File: config.mk
export PLATFORM = sky130hd
export DESIGN_NAME = pipelined_fetch_unit_flat
export DESIGN_NICKNAME = d
export VERILOG_FILES = /design/src/rtl/pipelined_fetch_unit_if.sv /design/src/rtl/pipelined_fetch_unit.sv /design/src/flat_wrapper.sv
export SDC_FILE = /design/constraint.sdc
export NUM_CORES = 1
export LEC_CHECK = 0
export BUFFER_PORTS_ARGS = -buffer_cell sky130_fd_sc_hd__buf_2
export CAP_MARGIN = 20
export CORE_MARGIN = 2
export CORE_UTILIZATION = 25
export DETAILED_ROUTE_END_ITERATION = 6
export GPL_TIMING_DRIVEN = 0
export MAX_ROUTING_LAYER = met4
export PLACE_DENSITY_LB_ADDON = 0.25
export SETUP_SLACK_MARGIN = 0.02
export SLEW_MARGIN = 20
export SYNTH_ARGS = -nofsm -noshare
export SYNTH_HDL_FRONTEND = slang
export SYNTH_SLANG_ARGS = --single-unit
File: constraint.sdc
create_clock -name clock -period 4.7 [get_ports clock]
set_input_delay 0.94 -clock clock [delete_from_list [all_inputs] [get_ports clock]]
set_output_delay 0.94 -clock clock [all_outputs]
set_load 0.05 [all_outputs]
File: src/rtl/pipelined_fetch_unit_if.sv
// Fetch-unit bus: decode-side controls in, fetch address and status out.
// master = decode/control side, slave = fetch unit.
interface pipelined_fetch_unit_if #(
  parameter int PC_W  = 8,
  parameter int CYC_W = 17
);
  logic             init_ctrl;
  logic             stall;
  logic             branch_ctrl;
  logic             jump_ctrl;
  logic             call_ctrl;
  logic             ret_ctrl;
  logic             done_ctrl;
  logic [PC_W-1:0]  jump_val;
  logic [PC_W-1:0]  branch_val;
  logic [PC_W-1:0]  instruction_number;
  logic             instr_valid;
  logic             halted;
  logic [CYC_W-1:0] cycle_counter;
  logic             ras_err;

  modport master (
    output init_ctrl, stall, branch_ctrl, jump_ctrl,
    output call_ctrl, ret_ctrl, done_ctrl,
    output jump_val, branch_val,
    input  instruction_number, instr_valid,
    input  halted, cycle_counter, ras_err
  );

  modport slave (
    input  init_ctrl, stall, branch_ctrl, jump_ctrl,
    input  call_ctrl, ret_ctrl, done_ctrl,
    input  jump_val, branch_val,
    output instruction_number, instr_valid,
    output halted, cycle_counter, ras_err
  );
endinterface

File: src/rtl/pipelined_fetch_unit.sv
// PC / fetch sequencer with stall, branch, halt and saturating cycle count.
// Define FETCH_RAS_EN to add a hardware return-address stack.
module pipelined_fetch_unit #(
  parameter int PC_W      = 8,
  parameter int CYC_W     = 17,
  parameter int RAS_DEPTH = 4
) (
  input logic                   clock,
  input logic                   reset,
  pipelined_fetch_unit_if.slave bus
);
  typedef enum logic {RUN, HALT} state_e;

  state_e           state_q, state_d;
  logic [PC_W-1:0]  pc_q, pc_d;
  logic [PC_W-1:0]  inum_q, inum_d;
  logic [PC_W-1:0]  pc_inc;
  logic             valid_q, valid_d;
  logic             halted_q, halted_d;
  logic [CYC_W-1:0] cyc_q, cyc_d;

`ifdef FETCH_RAS_EN
  localparam int AW   = $clog2(RAS_DEPTH);
  localparam int SP_W = AW + 1;

  logic [PC_W-1:0] ras_q [RAS_DEPTH];
  logic [SP_W-1:0] sp_q, sp_d;
  logic [AW-1:0]   rd_idx, wr_idx;
  logic            err_q, err_d;
  logic            push;
  logic            full;

  assign rd_idx = AW'(sp_q - 1'b1);
  assign wr_idx = AW'(sp_q);
  assign full   = (sp_q == SP_W'(RAS_DEPTH));
`endif

  assign pc_inc = pc_q + 1'b1;

  always_comb begin
    state_d  = state_q;
    pc_d     = pc_q;
    inum_d   = inum_q;
    valid_d  = valid_q;
    halted_d = halted_q;
    cyc_d    = cyc_q;
`ifdef FETCH_RAS_EN
    sp_d     = sp_q;
    err_d    = err_q;
    push     = 1'b0;
`endif
    // Every RUN cycle counts, stalled or not; HALT freezes it.
    if (state_q == RUN && cyc_q != '1)
      cyc_d = cyc_q + 1'b1;

    if (bus.init_ctrl) begin
      state_d  = RUN;
      pc_d     = '0;
      valid_d  = 1'b0;
      halted_d = 1'b0;
`ifdef FETCH_RAS_EN
      sp_d     = '0;
`endif
    end else if (state_q == RUN) begin
      if (bus.done_ctrl) begin
        state_d  = HALT;
        halted_d = 1'b1;
        valid_d  = 1'b0;
      end else if (bus.stall) begin
        valid_d = 1'b0;
      end else begin
        inum_d  = pc_q;
        valid_d = 1'b1;
        pc_d    = pc_inc;
        // Same-width add is the sign-extended add mod 2^PC_W.
        if (bus.branch_ctrl)
          pc_d = pc_q + bus.branch_val;
`ifdef FETCH_RAS_EN
        else if (bus.ret_ctrl) begin
          if (sp_q != '0) begin
            pc_d = ras_q[rd_idx];
            sp_d = sp_q - 1'b1;
          end else begin
            err_d = 1'b1;
          end
        end else if (bus.call_ctrl) begin
          pc_d = bus.jump_val;
          if (full) begin
            err_d = 1'b1;
          end else begin
            push = 1'b1;
            sp_d = sp_q + 1'b1;
          end
        end
`else
        else if (bus.ret_ctrl)
          pc_d = pc_inc;
        else if (bus.call_ctrl)
          pc_d = bus.jump_val;
`endif
        else if (bus.jump_ctrl)
          pc_d = bus.jump_val;
      end
    end
  end

  always_ff @(posedge clock or posedge reset) begin
    if (reset) begin
      state_q  <= RUN;
      pc_q     <= '0;
      inum_q   <= '0;
      valid_q  <= 1'b0;
      halted_q <= 1'b0;
      cyc_q    <= '0;
    end else begin
      state_q  <= state_d;
      pc_q     <= pc_d;
      inum_q   <= inum_d;
      valid_q  <= valid_d;
      halted_q <= halted_d;
      cyc_q    <= cyc_d;
    end
  end

`ifdef FETCH_RAS_EN
  always_ff @(posedge clock or posedge reset) begin
    if (reset) begin
      sp_q  <= '0;
      err_q <= 1'b0;
    end else begin
      sp_q  <= sp_d;
      err_q <= err_d;
    end
  end

  // Entry storage needs no reset; sp_q alone defines validity.
  always_ff @(posedge clock) begin
    if (push)
      ras_q[wr_idx] <= pc_inc;
  end

  assign bus.ras_err = err_q;
`else
  assign bus.ras_err = 1'b0;
`endif

  assign bus.instruction_number = inum_q;
  assign bus.instr_valid        = valid_q;
  assign bus.halted             = halted_q;
  assign bus.cycle_counter      = cyc_q;
endmodule

File: src/flat_wrapper.sv
// flat-port wrapper written by rule: the top's interface ports become plain ports
module pipelined_fetch_unit_flat 
#(
  parameter int PC_W      = 8,
  parameter int CYC_W     = 17,
  parameter int RAS_DEPTH = 4
)
  (clock, reset, bus_init_ctrl, bus_stall, bus_branch_ctrl, bus_jump_ctrl, bus_call_ctrl, bus_ret_ctrl, bus_done_ctrl, bus_jump_val, bus_branch_val, bus_instruction_number, bus_instr_valid, bus_halted, bus_cycle_counter, bus_ras_err);
  pipelined_fetch_unit_if #(.PC_W(PC_W), .CYC_W(CYC_W)) bus_i ();
  input logic clock;
  input logic reset;
  input wire logic [$bits(bus_i.init_ctrl)-1:0] bus_init_ctrl;
  input wire logic [$bits(bus_i.stall)-1:0] bus_stall;
  input wire logic [$bits(bus_i.branch_ctrl)-1:0] bus_branch_ctrl;
  input wire logic [$bits(bus_i.jump_ctrl)-1:0] bus_jump_ctrl;
  input wire logic [$bits(bus_i.call_ctrl)-1:0] bus_call_ctrl;
  input wire logic [$bits(bus_i.ret_ctrl)-1:0] bus_ret_ctrl;
  input wire logic [$bits(bus_i.done_ctrl)-1:0] bus_done_ctrl;
  input wire logic [$bits(bus_i.jump_val)-1:0] bus_jump_val;
  input wire logic [$bits(bus_i.branch_val)-1:0] bus_branch_val;
  output wire logic [$bits(bus_i.instruction_number)-1:0] bus_instruction_number;
  output wire logic [$bits(bus_i.instr_valid)-1:0] bus_instr_valid;
  output wire logic [$bits(bus_i.halted)-1:0] bus_halted;
  output wire logic [$bits(bus_i.cycle_counter)-1:0] bus_cycle_counter;
  output wire logic [$bits(bus_i.ras_err)-1:0] bus_ras_err;
  assign bus_i.init_ctrl = bus_init_ctrl;
  assign bus_i.stall = bus_stall;
  assign bus_i.branch_ctrl = bus_branch_ctrl;
  assign bus_i.jump_ctrl = bus_jump_ctrl;
  assign bus_i.call_ctrl = bus_call_ctrl;
  assign bus_i.ret_ctrl = bus_ret_ctrl;
  assign bus_i.done_ctrl = bus_done_ctrl;
  assign bus_i.jump_val = bus_jump_val;
  assign bus_i.branch_val = bus_branch_val;
  assign bus_instruction_number = bus_i.instruction_number;
  assign bus_instr_valid = bus_i.instr_valid;
  assign bus_halted = bus_i.halted;
  assign bus_cycle_counter = bus_i.cycle_counter;
  assign bus_ras_err = bus_i.ras_err;
  pipelined_fetch_unit #(.PC_W(PC_W), .CYC_W(CYC_W), .RAS_DEPTH(RAS_DEPTH)) u_core (.clock(clock), .reset(reset), .bus(bus_i));
endmodule
==> flow_metrics.env, run 1 <==
export IMPL_die_w_um=93.9
export IMPL_crit_chain="buf_2 > ha_1 > fa_1 > a211oi_2 > o21bai_1 > a21oi_1 > xnor2_1 > a221o_2"
export IMPL_initial_core_util_pct=26.0
export IMPL_p_seq_share_pct=42.7
export IMPL_hold_end="u_core.bus.instruction_number[1]"
export IMPL_setup_viol=0
export IMPL_syn_area_um2=2020
export IMPL_syn_num_nets=245
export IMPL_sw_frac_of_total_pct=38.6
export IMPL_timing_final_crit_share_pct=54.5
export IMPL_nets=303
export IMPL_hold_path_depth=2
export IMPL_avgSynthCellArea_um2=9.66
export IMPL_tightestPinTransition_ns=0.543
export IMPL_fillers=851
export IMPL_min_period_ns=2.56
export IMPL_cts_made_buffers=5
export IMPL_die_h_um=93.9
export IMPL_synth_xor_area_share_pct=10.8
export IMPL_fin_tns_setup_ns=0
export IMPL_core_area_um2=7770
export IMPL_grt_use_total_pct=11.5
export IMPL_antenna_found_initial=0
export IMPL_fmax_ghz=0.391
export IMPL_required_ns=4.87
export IMPL_crit_fanout=3
export IMPL_reg2regPathDepth=10
export IMPL_pwr_share_comb_pct=31.9
export IMPL_final_max_slew_viol_count=0
export IMPL_slew_headroom_pct=63.7
export IMPL_hold_slack_ns=0.472
export IMPL_syn_to_final_growth_pct=24.9
export IMPL_worstReg2RegEnd="u_core.bus.cycle_counter[14]"
export IMPL_final_util_pct=32.4
export IMPL_synth_seq_cells=36
export IMPL_ios=53
export IMPL_critPathArrivalTime_ns=2.73
export IMPL_synth_edf_count=0
export IMPL_wl_per_cell_um=12.6
export IMPL_dp_hpwl_um=3660
export IMPL_rrSetupSlack_ns=2.30
export IMPL_rsz0062_at_grt="no"
export IMPL_num_antenna_cells=0
export IMPL_cts_setup_buffers=0
export IMPL_r2r_start="u_core.bus.cycle_counter[9]"
export IMPL_maxCapViolCount=0
export IMPL_seq_area_frac_synth_pct=44.6
export IMPL_drt_wl_total_um=4640
export IMPL_synth_top_family_by_area="simple AND/OR/NAND/NOR gates"
export IMPL_status="complete, no violations"
export IMPL_gp_congestion=0.784
export IMPL_drc=0
export IMPL_final_hold_viol_count=0
export IMPL_syn_inst=209
export IMPL_synth_area_leader_cell="dfrtp_1"
export IMPL_crit_path_top_delay_cell="fa_1"
export IMPL_synth_mux_area_share_pct=1.61
export IMPL_synth_compound_area_share_pct=13.8
export IMPL_layout_drive_gt1_share_pct=26.6
export IMPL_ir_drop_mv=0.117
export IMPL_first_pass_iters=4
export IMPL_startpoint="bus_branch_val[0]"
export IMPL_fin_skew_ns=0.00365
export IMPL_ys_warn_count=0
export IMPL_dieArea_um2=8810
export IMPL_async_reset_ff_share_pct=100
export IMPL_final_cell_mix="buf_2, nand2_1, dfrtp_1"
export IMPL_path_class="in -> reg"
export IMPL_hp_class="reg -> reg"
export IMPL_drtIter0Drc=53
export IMPL_clk_latency_ns=0.28
export IMPL_finalNonFillerCells=369
export IMPL_mostFrequentLayoutCell="buf_2"
export IMPL_synth_top_cell_area_share_pct=44.6
export IMPL_grt_pass1_vias=1602
export IMPL_ctsLongestPathBuffers=2
export IMPL_critPathLaunchType="input pin"
export IMPL_synth_simple_gate_area_share_pct=19.1
export IMPL_clkPwrFrac_pct=25.4
export IMPL_cts_hold_buf=0
export IMPL_critical_path_max_stage_delay_ns=0.46
export IMPL_ys_types=39
export IMPL_vias=1662
export IMPL_dp_cells=362
export IMPL_cts_max_level=2
export IMPL_vias_per_cell=4.50
export IMPL_hp_start="u_core.bus.instruction_number[1]"
export IMPL_p_per_area_nw_per_um2=369
export IMPL_path_clk_slew_ns=0.07
export IMPL_switchingPower_mw=0.359
export IMPL_overflow=0
export IMPL_intPower_mw=0.572
export IMPL_rows=32
export IMPL_clk_root_buffer_cell="clkbuf_8"
export IMPL_yosys_top_cells_area="dfrtp_1, nand2_1, xnor2_1, ha_1, xor2_1"
export IMPL_grt_first_pass_wirelength_um=7800
export IMPL_ctsResizeCount=0
export IMPL_leakagePower_nw=1.28
export IMPL_synthAdderAreaFrac_pct=7.19
export IMPL_cts_tree="done"
export IMPL_cts_sinks=36
export IMPL_ant_nets=0
export IMPL_synth_top_flop_cell="dfrtp_1"
export IMPL_grt_start_max_net_pins=22
export IMPL_portBuffers=50
export IMPL_worst_setup_path_end_kind="register"
-- area by class of cell --
cell class / instances / area, µm² / share of cell area [%]
multi-input cells: 163 / 1060 / 42.3
flip-flops and latches: 36 / 901 / 35.7
repair buffers: 51 / 278 / 11.0
well taps: 102 / 128 / 5.06
clock buffers: 7 / 96.3 / 3.82
plain buffers: 6 / 37.5 / 1.49
inverters: 4 / 15.0 / 0.596
-- flip-flops by register name, indices dropped and copies added, names as in the netlist --
signal / flops
u_core.bus.cycle_counter: 17
u_core.bus.halted: 1
u_core.bus.instr_valid: 1
u_core.bus.instruction_number: 8
u_core.pc_q: 8
u_core.state_q: 1
-- worst max-delay path, delay by kind of cell --
kind,cells,cell delay (ns)
buffers and inverters,1,0.10
AOI/OAI and AO/OA,4,0.91
adders and majority gates,2,0.69
xor gates and xnor gates,1,0.09
-- layer usage --
layer / track usage (%) / wire [µm] / vias up
met5: - / 0 / -
met2: 18.8 / 2190 / 46
met4: 2.90 / 51 / 0
met3: 2.41 / 204 / 5
li1: - / - / 853
met1: 14.7 / 2190 / 758
-- synthesized netlist by cell type, types with 2 or more instances --
library cell,count
nand4_1,5
xnor2_1,16
o211ai_1,4
ha_1,10
nand2_1,39
dfrtp_1,36
nand3_1,7
a221o_2,2
and4_1,2
o21ai_0,11
xor2_1,9
nor2_1,13
a22o_1,2
o21bai_1,2
buf_4,2
and3_1,5
clkbuf_1,3
a21o_1,2
inv_1,4
nor3_1,4
a211oi_1,4
mux2_2,2
a21oi_1,9
-- per-stage QoR --
step,setup slack [ns],power (mW),instance area (µm²)
3_5_place_dp,1.86,0.706,2420
3_3_place_gp,1.85,0.699,2400
5_1_grt,2.02,0.983,2520
2_1_floorplan,2.08,0.623,2020
4_1_cts,2.15,0.947,2520
6_report,2.14,0.931,2520
-- kinds of logic after synthesis --
logic type               Yosys count
buffers and inverters             10
flip-flops                        36
other                              1
multiplexers                       3
XOR/XNOR                          25
AND/OR/NAND/NOR                   82
AO/OA/AOI/OAI                     41
adder cells (fa/ha/maj)           11
-- power by group through the flow --
stage / clock, mW / sequential, mW / combinational (mW)
floorplan: 0 / 0.520 / 0.103
global placement: 0 / 0.404 / 0.294
finish: 0.236 / 0.398 / 0.297
detailed placement: 0 / 0.405 / 0.300
CTS: 0.247 / 0.399 / 0.301
global route: 0.257 / 0.406 / 0.321
-- worst max-delay path by stage --
stage	to	slack [ns]
2_1_floorplan	u_core.pc_q[6]	2.08
3_3_place_gp	u_core.pc_q[6]	1.85
3_5_place_dp	u_core.pc_q[6]	1.86
4_1_cts	u_core.pc_q[6]	2.15
5_1_grt	u_core.pc_q[6]	2.02
6_report	u_core.pc_q[6]	2.14
(Power assumes the default switching activity.)
==> run 2, diff against run 1 <==
--- a/config.mk
+++ b/config.mk
@@ -5,6 +5,7 @@
 export SDC_FILE = /design/constraint.sdc
 export NUM_CORES = 1
 export LEC_CHECK = 0
+export ABC_AREA = 1
 export BUFFER_PORTS_ARGS = -buffer_cell sky130_fd_sc_hd__buf_2
 export CAP_MARGIN = 20
 export CORE_MARGIN = 2
==> constraint.sdc (replaced) <==
create_clock -name clock -period 2.05 [get_ports clock]
set_input_delay 0.41 -clock clock [delete_from_list [all_inputs] [get_ports clock]]
set_output_delay 0.41 -clock clock [all_outputs]
set_load 0.05 [all_outputs]
==> flow_metrics.env, run 2 <==
export IMPL_status="complete, no violations"
export IMPL_core_area_um2=9110
export IMPL_cts_hold_buf=0
export IMPL_power_mw=2.36
export IMPL_cts_made_buffers=5
export IMPL_final_util_pct=32.3
export IMPL_syn_to_final_growth_pct=26.6
export IMPL_antenna_found_initial=0
export IMPL_async_reset_ff_share_pct=100
export IMPL_fillers=1027
export IMPL_path_class="reg -> reg"
export IMPL_gp_congestion=0.835
export IMPL_hp_class="in -> async"
export IMPL_synth_top_flop_cell="dfrtp_1"
export IMPL_nets=410
export IMPL_grt_first_pass_wirelength_um=9450
export IMPL_dieArea_um2=10100
export IMPL_grt_start_max_net_pins=20
export IMPL_ctsLongestPathBuffers=2
export IMPL_setup_viol=0
export IMPL_rows=35
export IMPL_ios=53
export IMPL_ir_drop_mv=0.299
export IMPL_layout_drive_gt1_share_pct=26.4
export IMPL_num_antenna_cells=0
export IMPL_fmax_ghz=0.520
export IMPL_clk_latency_ns=0.28
export IMPL_path_clk_slew_ns=0.08
export IMPL_vias=2123
export IMPL_worst_setup_path_end_kind="register"
export IMPL_synth_top_cell_area_share_pct=38.8
export IMPL_grt_pass1_vias=1930
export IMPL_portBuffers=51
export IMPL_seq_area_frac_synth_pct=38.8
export IMPL_timing_final_crit_share_pct=93.8
export IMPL_overflow=0
export IMPL_drc=0
export IMPL_yosys_top_cells_area="dfrtp_1, nand2_1, nand3_1, inv_1, ha_1"
export IMPL_final_cell_mix="nand2_1, buf_2, inv_1"
export IMPL_largest_register_ffs=17
export IMPL_mostFrequentLayoutCell="nand2_1"
export IMPL_p_per_area_nw_per_um2=803
export IMPL_syn_num_nets=344
export IMPL_first_pass_iters=4
export IMPL_final_max_slew_viol_count=0
export IMPL_initial_core_util_pct=25.5
export IMPL_synth_area_leader_cell="dfrtp_1"
export IMPL_critPathArrivalTime_ns=2.10
export IMPL_maxCapViolCount=0
export IMPL_synth_commonest_cells="nand2_1, inv_1, dfrtp_1"
export IMPL_hold_slack_ns=0.120
export IMPL_syn_inst=308
export IMPL_synth_seq_cells=36
export IMPL_final_hold_viol_count=0
export IMPL_drtIter0Drc=108
export IMPL_detailed_place_area_um2=2750
export IMPL_critPathLaunchType="register"
export IMPL_grt_use_total_pct=12.1
export IMPL_required_ns=2.22
export IMPL_ys_types=29
export IMPL_vias_per_cell=4.37
export IMPL_cts_tree="done"
export IMPL_avgSynthCellArea_um2=7.54
export IMPL_drt_wl_total_um=5710
export IMPL_wl_per_cell_um=11.8
export IMPL_min_period_ns=1.92
export IMPL_die_h_um=100
export IMPL_synth_most_common_cell="nand2_1"
export IMPL_timing_final_ws_setup_ns=0.128
export IMPL_clk_root_buffer_cell="clkbuf_8"
export IMPL_leakagePower_nw=1.56
export IMPL_final_area_um2=2940
export IMPL_crit_fanout=4
export IMPL_ys_warn_count=0
export IMPL_ant_nets=0
export IMPL_cts_sinks=36
export IMPL_cts_max_level=2
export IMPL_die_w_um=100
export IMPL_pre_cts_ws_ns=-0.0170
export IMPL_dp_hpwl_um=4450
export IMPL_synth_edf_count=0
export IMPL_fin_skew_ns=0.00621
export IMPL_rsz0062_at_grt="yes"
export IMPL_syn_area_um2=2320
## run 2: cell types whose count changed after synthesis, moves of 7 or more
cell | previous run | this run
nand2_1 | 39 | 100
inv_1 | 4 | 38
nand3_1 | 7 | 32
nor2_1 | 13 | 22
xnor2_1 | 16 | 8
o21ai_2 | 0 | 7
## run 2: what timing repair did
item                       4_1_cts  5_1_grt
buffers inserted                 0        7
setup endpoints to repair        1        4
pin swaps                        0        4
resized for setup                1        7
hold endpoints to repair         0        0
## run 2: final timing paths
check                                                  from  depth (start not counted)  slack (ns)                                to
max                             u_core.bus.cycle_counter[1]                         13        0.13      u_core.bus.cycle_counter[14]
min                                                   reset                          2        0.12      u_core.bus.cycle_counter[14]
max reg2reg                     u_core.bus.cycle_counter[1]                         13        0.13      u_core.bus.cycle_counter[14]
min reg2reg                u_core.bus.instruction_number[2]                          2        0.48  u_core.bus.instruction_number[2]
max in group asynchronous                             reset                          3        1.48                 u_core.bus.halted
min in group clock                            bus_init_ctrl                          2        0.34                    u_core.state_q
## run 2: worst max-delay path, cell delays in order (launching register included)
cell and delay [ns]:
dfrtp_2 0.44, ha_4 0.17, nand2_1 0.05, nor2_1 0.04, nand3_1 0.12, nor2_2 0.05
ha_2 0.16, nor2_2 0.14, nand2_2 0.11, nor2_4 0.17, nand2_4 0.07, nor2_4 0.10
nand2_1 0.07, xnor2_1 0.12
## run 2: area by class of cell
cell class / instances / area (µm²) / area share [%]
Tap cell: 111 / 139 / 4.73
Multi-Input combinational cell: 227 / 1260 / 43.0
Inverter: 40 / 153 / 5.19
Sequential cell: 36 / 905 / 30.8
Clock buffer: 8 / 100 / 3.41
Buffer: 5 / 42.5 / 1.45
Timing Repair Buffer: 59 / 335 / 11.4
## run 2: power by group
part	total [mW]	switching, mW	internal, mW
sequential	0.922	0.111	0.810
combinational	0.870	0.605	0.265
clock	0.570	0.262	0.307
total	2.36	0.979	1.38
## run 2: per-stage QoR
step	TNS, ns	instances
2_1_floorplan	0	308
3_3_place_gp	-0.00386	470
3_5_place_dp	-0.0170	471
4_1_cts	0	479
5_1_grt	-0.0130	486
6_report	0	486
## run 2: logic make-up (layout without fill, tap and decap cells)
family / count (synthesis) / after routing / synth area share, %
XOR/XNOR: 16 / 16 / 6.04
AND/OR/NAND/NOR: 175 / 175 / 33.7
adder cells (fa/ha/maj): 11 / 11 / 6.25
flip-flops: 36 / 36 / 38.8
buffers and inverters: 45 / 112 / 8.41
AO/OA/AOI/OAI: 24 / 24 / 6.58
other: 1 / 1 / 0.162
## run 2: routing by layer
layer,vias up,track usage [%],routed length (µm)
met4,0,3.16,58
met5,-,-,0
met2,39,18.0,2590
met3,4,1.81,177
li1,1104,-,-
met1,976,17.2,2880
